**src/rtl/alu_seq_nbit.sv**
```systemverilog
// Registered N-bit ALU with valid/ready handshakes; shifts run one bit per cycle.
// Define ALU_MUL_EN to compile in the iterative shift-add multiplier for OP 111.
module alu_seq_nbit #(
    parameter int WIDTH = 8
) (
    input  logic             clk,
    input  logic             rst_n,
    input  logic             in_valid,
    output logic             in_ready,
    input  logic [WIDTH-1:0] A,
    input  logic [WIDTH-1:0] B,
    input  logic [2:0]       OP,
    output logic             out_valid,
    input  logic             out_ready,
    output logic [WIDTH-1:0] R,
    output logic             CF,
    output logic             SF,
    output logic             ZF,
    output logic             OF
);

    localparam int SW = $clog2(WIDTH);
    localparam int CW = SW + 1;

    localparam logic [2:0] OP_ADD = 3'b000;
    localparam logic [2:0] OP_SUB = 3'b001;
    localparam logic [2:0] OP_SHL = 3'b010;
    localparam logic [2:0] OP_SHR = 3'b011;
    localparam logic [2:0] OP_AND = 3'b100;
    localparam logic [2:0] OP_OR  = 3'b101;
    localparam logic [2:0] OP_XOR = 3'b110;
`ifdef ALU_MUL_EN
    localparam logic [2:0] OP_MUL = 3'b111;
`endif

    typedef enum logic [1:0] {
        IDLE = 2'd0,
        BUSY = 2'd1,
        DONE = 2'd2
    } state_t;

    state_t r_state;
    state_t w_next;

    logic [WIDTH-1:0] r_work;
    logic [2:0]       r_op;
    logic [CW-1:0]    r_cnt;
`ifdef ALU_MUL_EN
    logic [WIDTH-1:0] r_b;
    logic [WIDTH-1:0] r_hi;
    logic [WIDTH:0]   w_mulSum;
    logic [WIDTH-1:0] w_stHi;
`endif

    logic [WIDTH-1:0] r_res;
    logic             r_cf;
    logic             r_sf;
    logic             r_zf;
    logic             r_of;

    logic             w_accept;
    logic             w_multi;
    logic [SW-1:0]    w_k;
    logic [WIDTH:0]   w_sum;
    logic [WIDTH:0]   w_diff;
    logic [WIDTH-1:0] w_imRes;
    logic             w_imCf;
    logic             w_imOf;
    logic [WIDTH-1:0] w_stWork;
    logic             w_stCf;
    logic             w_lastStep;
    logic             w_loadIm;
    logic             w_loadSt;
    logic [WIDTH-1:0] w_newRes;
    logic             w_newCf;
    logic             w_newOf;

    assign in_ready  = (r_state == IDLE);
    assign out_valid = (r_state == DONE);
    assign R  = r_res;
    assign CF = r_cf;
    assign SF = r_sf;
    assign ZF = r_zf;
    assign OF = r_of;

    assign w_accept   = in_valid && (r_state == IDLE);
    assign w_k        = B[SW-1:0];
    assign w_sum      = {1'b0, A} + {1'b0, B};
    assign w_diff     = {1'b0, A} - {1'b0, B};
    assign w_lastStep = (r_state == BUSY) && (r_cnt == CW'(1));
    assign w_loadIm   = w_accept && !w_multi;
    assign w_loadSt   = w_lastStep;

    always_comb begin
        w_multi = 1'b0;
        if ((OP == OP_SHL || OP == OP_SHR) && (w_k != '0)) begin
            w_multi = 1'b1;
        end
`ifdef ALU_MUL_EN
        if (OP == OP_MUL) begin
            w_multi = 1'b1;
        end
`endif
    end

    // Results of everything that completes on the accepting edge, including zero-length shifts.
    always_comb begin
        w_imRes = '0;
        w_imCf  = 1'b0;
        w_imOf  = 1'b0;
        case (OP)
            OP_ADD: begin
                w_imRes = w_sum[WIDTH-1:0];
                w_imCf  = w_sum[WIDTH];
                w_imOf  = (A[WIDTH-1] == B[WIDTH-1]) && (w_sum[WIDTH-1] != A[WIDTH-1]);
            end
            OP_SUB: begin
                w_imRes = w_diff[WIDTH-1:0];
                w_imCf  = w_diff[WIDTH];
                w_imOf  = (A[WIDTH-1] != B[WIDTH-1]) && (w_diff[WIDTH-1] != A[WIDTH-1]);
            end
            OP_SHL, OP_SHR: w_imRes = A;
            OP_AND:         w_imRes = A & B;
            OP_OR:          w_imRes = A | B;
            OP_XOR:         w_imRes = A ^ B;
            default: begin
                w_imRes = '0;
                w_imCf  = 1'b0;
                w_imOf  = 1'b0;
            end
        endcase
    end

    // One iteration of the multi-cycle datapath; the multiplier keeps {hi, lo} as a
    // double-width product that is shifted right after each conditional add.
    always_comb begin
        w_stWork = r_work;
        w_stCf   = 1'b0;
`ifdef ALU_MUL_EN
        w_mulSum = {1'b0, r_hi} + (r_work[0] ? {1'b0, r_b} : '0);
        w_stHi   = r_hi;
`endif
        case (r_op)
            OP_SHL: begin
                w_stWork = {r_work[WIDTH-2:0], 1'b0};
                w_stCf   = r_work[WIDTH-1];
            end
            OP_SHR: begin
                w_stWork = {1'b0, r_work[WIDTH-1:1]};
                w_stCf   = r_work[0];
            end
`ifdef ALU_MUL_EN
            OP_MUL: begin
                w_stWork = {w_mulSum[0], r_work[WIDTH-1:1]};
                w_stHi   = w_mulSum[WIDTH:1];
                w_stCf   = |w_mulSum[WIDTH:1];
            end
`endif
            default: begin
                w_stWork = r_work;
                w_stCf   = 1'b0;
            end
        endcase
    end

    always_comb begin
        w_newRes = w_loadIm ? w_imRes : w_stWork;
        w_newCf  = w_loadIm ? w_imCf  : w_stCf;
        w_newOf  = w_loadIm ? w_imOf  : 1'b0;
    end

    always_ff @(posedge clk or negedge rst_n) begin
        if (!rst_n) begin
            r_state <= IDLE;
        end else begin
            r_state <= w_next;
        end
    end

    always_comb begin
        w_next = r_state;
        case (r_state)
            IDLE: begin
                if (w_accept) begin
                    w_next = w_multi ? BUSY : DONE;
                end
            end
            BUSY: begin
                if (w_lastStep) begin
                    w_next = DONE;
                end
            end
            DONE: begin
                if (out_ready) begin
                    w_next = IDLE;
                end
            end
            default: w_next = IDLE;
        endcase
    end

    always_ff @(posedge clk or negedge rst_n) begin
        if (!rst_n) begin
            r_work <= '0;
            r_op   <= '0;
            r_cnt  <= '0;
`ifdef ALU_MUL_EN
            r_b    <= '0;
            r_hi   <= '0;
`endif
        end else if (w_accept) begin
            r_work <= A;
            r_op   <= OP;
            r_cnt  <= {1'b0, w_k};
`ifdef ALU_MUL_EN
            r_b    <= B;
            r_hi   <= '0;
            if (OP == OP_MUL) begin
                r_cnt <= CW'(WIDTH);
            end
`endif
        end else if (r_state == BUSY) begin
            r_work <= w_stWork;
            r_cnt  <= r_cnt - CW'(1);
`ifdef ALU_MUL_EN
            r_hi   <= w_stHi;
`endif
        end
    end

    // Visible result and flags change only when DONE is entered.
    always_ff @(posedge clk or negedge rst_n) begin
        if (!rst_n) begin
            r_res <= '0;
            r_cf  <= 1'b0;
            r_sf  <= 1'b0;
            r_zf  <= 1'b1;
            r_of  <= 1'b0;
        end else if (w_loadIm || w_loadSt) begin
            r_res <= w_newRes;
            r_cf  <= w_newCf;
            r_sf  <= w_newRes[WIDTH-1];
            r_zf  <= (w_newRes == '0);
            r_of  <= w_newOf;
        end
    end

endmodule

```
**config.mk**
```make
export PLATFORM = sky130hd
export DESIGN_NAME = alu_seq_nbit
export DESIGN_NICKNAME = d
export VERILOG_FILES = /design/src/rtl/alu_seq_nbit.sv
export SDC_FILE = /design/constraint.sdc
export NUM_CORES = 1
export LEC_CHECK = 0
export BUFFER_PORTS_ARGS = -buffer_cell sky130_fd_sc_hd__buf_4
export CAP_MARGIN = 20
export CORE_AREA = 2 2 78 80
export CTS_CLUSTER_DIAMETER = 60
export DETAILED_ROUTE_END_ITERATION = 10
export DIE_AREA = 0 0 80 82
export GPL_TIMING_DRIVEN = 1
export PLACE_DENSITY = 0.72
export SLEW_MARGIN = 20
export SYNTH_ARGS = -nofsm -noshare
export SYNTH_HDL_FRONTEND = slang
export SYNTH_SLANG_ARGS = --single-unit
```
**constraint.sdc**
```tcl
create_clock -name clk -period 1.85 [get_ports clk]
set_input_delay 0 -clock clk [delete_from_list [all_inputs] [get_ports clk]]
set_output_delay 0 -clock clk [all_outputs]
set_load 0.1 [all_outputs]
```
==> reports/metrics.cfg <==
[floorplan]
die_x_um=80
dieHeight_um=82
io_pins=37
core_um2=5746
die_area_um2=6560
rows=28
initial_utilization=0.4834

[worst_setup_path]
crit_chain=or3b_4 -> a21oi_4 -> buf_6 -> a211oi_1 -> a21o_1 -> o2111ai_1 -> nor4_2 -> a32o_2
required_ns=2.07
cp-end-kind=flip-flop
start_kind=flip-flop
cpPeakStageDelay_ns=0.43
worstPathArrival_ns=2.24
path_class=flip-flop to flip-flop
critPathMaxFanout=6
crit_slowest_cell=or3b_4

[power_and_ir_drop]
clockPowerShare=0.066
p_total_mw=5.279
intPower_mw=2.438
pwr-share-comb=0.713
swShare=0.5382
power.switching_mw=2.841
pwr-share-seq=0.221
power_leakage_nw=1.826
vdd_drop_max_mv=1.067
p_per_area_nw_per_um2=1388

[global_routing]
overflow=0
antenna_found_initial=0
grt_max_degree=29
first_global_vias=2702
grt_pass1_wl_mm=12.81
grt_usage=0.2465

[cts]
cts_max_level=1
numClockSinks=28
cts_max_path_buffers=2
clk_root_buffer_cell=clkbuf_8
clkTransAtPathRegs_ns=0.10
clock_latency_ns=0.28
cts_tree=built
numCtsBuffers=3

[routing]
routed.top_layer=met4
m1WireLength_mm=3.479
dr.first_iter.drc_count=199
wl_met3_um=436
ant_nets=0
wl_per_cell_um=15.99
wl_met2_mm=3.984
first_pass_iters=6
drc=0
routed_wl_mm=8.060
viasPerCell=5.776
num_vias=2911

[synth]
synth_top_area_cell=dfrtp_1
synth_top_family_by_area=compound AO/OA/AOI/OAI gates
synthSimpleGateAreaFrac=0.1887
synth_adder_area_share=0.1315
yosysTopAreaCellShare=0.2432
ys_types=65
synth_compound_area_frac=0.2775
yosysWarnings=0
async_reset_ff_frac=1.000
avgSynthCellArea_um2=8.292
synthXorXnorAreaFrac=0.01892
syn-instance-count=335
synth_edf_count=0
synth_area_leaders=dfrtp_1 24%, ha_1 12%, mux2i_1 5.0%
yosysSeqAreaShare=0.2527
ys_seq_elements=28
synthesis.area_um2=2778
synthMuxAreaShare=0.05450
ys.flop_type=dfrtp_1
syn_nets=386

[hold_path]
hp-class=primary input to flip-flop

[job]
max_cap_violations=0

[sta]
fin_crit_sh=1.094
fin_worst_skew_ns=0.004234
slew-limit-headroom=0.5898
rsz0062_at_grt=yes
final-max-slew-violation-count=0
worst_slack_ns=-0.1742
finalSetupViolCount=6
min_period_ns=2.024
hold_viol=0
max_freq_mhz=494.0
tightest_slew_ns=0.6133

[cells_and_area]
drive_gt1_frac=0.3217
mostFrequentLayoutCells=99 x buf_4, 32 x nor2_1, 27 x dfrtp_1, 27 x inv_1
final_area_um2=3802
insertedDiodeCount=0
area_delta_synth_final_pct=36.89
nFillCells=487
final_nets=481
layout_commonest_cell=buf_4

[placed_design]
routabilityCongestion=0.8882
place_area_um2=3556
placement.io_buffers=36
place_hpwl_mm=6.145

[status]
violations=setup timing
outcome=finished with violations

-- per-stage QoR --
step	std cells	utilization	setup slack (ns)	TNS, ns	hold WS [ns]
4_1_cts	497	0.6400	-0.1799	-0.3411	0.01375
3_5_place_dp	488	0.6189	-0.3426	-1.512	-0.05824
2_1_floorplan	335	-	-0.09148	-0.2369	-0.2956
5_1_grt	504	0.6618	-0.2326	-0.9178	0.04259
6_report	504	0.6618	-0.1742	-0.4327	0.01948
3_3_place_gp	488	0.6189	-0.3248	-1.227	-0.06215
-- logic make-up after synthesis --
logic type      Yosys count
fa+ha+maj                28
simple gates            107
flops                    28
buf+inv                  48
xor+xnor                  6
compound gates          103
mux                      15
-- cell usage after synthesis, types with 7 or more instances --
library cell   n
mux2i_1       14
nand2_1       25
o21ai_0       19
a221o_1        9
ha_1          26
clkbuf_1       7
a21oi_1       14
inv_1         27
dfrtp_1       27
nor2_1        35
buf_2         10
nand3_1        8
-- critical path: cells and delay by family, from the launching register on --
kind                   cells  cell delay (ns)
AO/OA/AOI/OAI              5             0.90
buffers and inverters      1             0.17
flip-flops                 1             0.39
AND/OR/NAND/NOR            2             0.50
-- registers in the layout, indices dropped and copies added, names as in the netlist --
name     flops
R            8
r_work       8
r_cnt        4
r_op         3
r_state      2
CF           1
OF           1
ZF           1
-- power by group through the flow --
stage	Clock [mW]	Combinational, mW	Sequential [mW]
floorplan	0	1.72	1.89
global placement	0	3.40	1.14
detailed placement	0	3.47	1.16
CTS	0.358	3.53	1.15
global route	0.372	4.00	1.19
finish	0.350	3.76	1.17
-- cell type report --
cell class / count / area, um^2 / share of cell area
Multi-Input combinational cell: 259 / 1993 / 0.5242
Clock buffer: 4 / 45.04 / 0.01185
Tap cell: 75 / 93.84 / 0.02468
Inverter: 27 / 101.3 / 0.02665
Timing Repair Buffer: 111 / 867.1 / 0.2280
Sequential cell: 28 / 701.9 / 0.1846
-- routing by layer --
layer	vias up	track usage
li1	1387	-
met1	1375	0.3272
met2	130	0.4325
met3	19	0.01538
met4	0	0.07288
met5	-	0
-- repair_timing --
action	CTS	global route
endpoints found under the setup margin	12	10
gates resized for setup	7	17
buffers inserted	2	8
gates cloned	0	1
endpoints found under the hold margin	31	0
pin swaps	6	8
hold buffers	4	0
-- final timing paths --
check / to / startpoint / cells past startpoint / slack, ns
setup / recovery: ZF / r_state[0] / 8 / -0.17
hold / removal: r_work[5] / A[5] / 3 / 0.02
setup reg to reg: ZF / r_state[0] / 8 / -0.17
hold reg to reg: R[4] / R[4] / 2 / 0.49
max in group asynchronous: ZF / rst_n / 2 / 1.36
min in group asynchronous: R[6] / rst_n / 2 / 0.18
No activity file was read; power rests on OpenSTA's default activity.
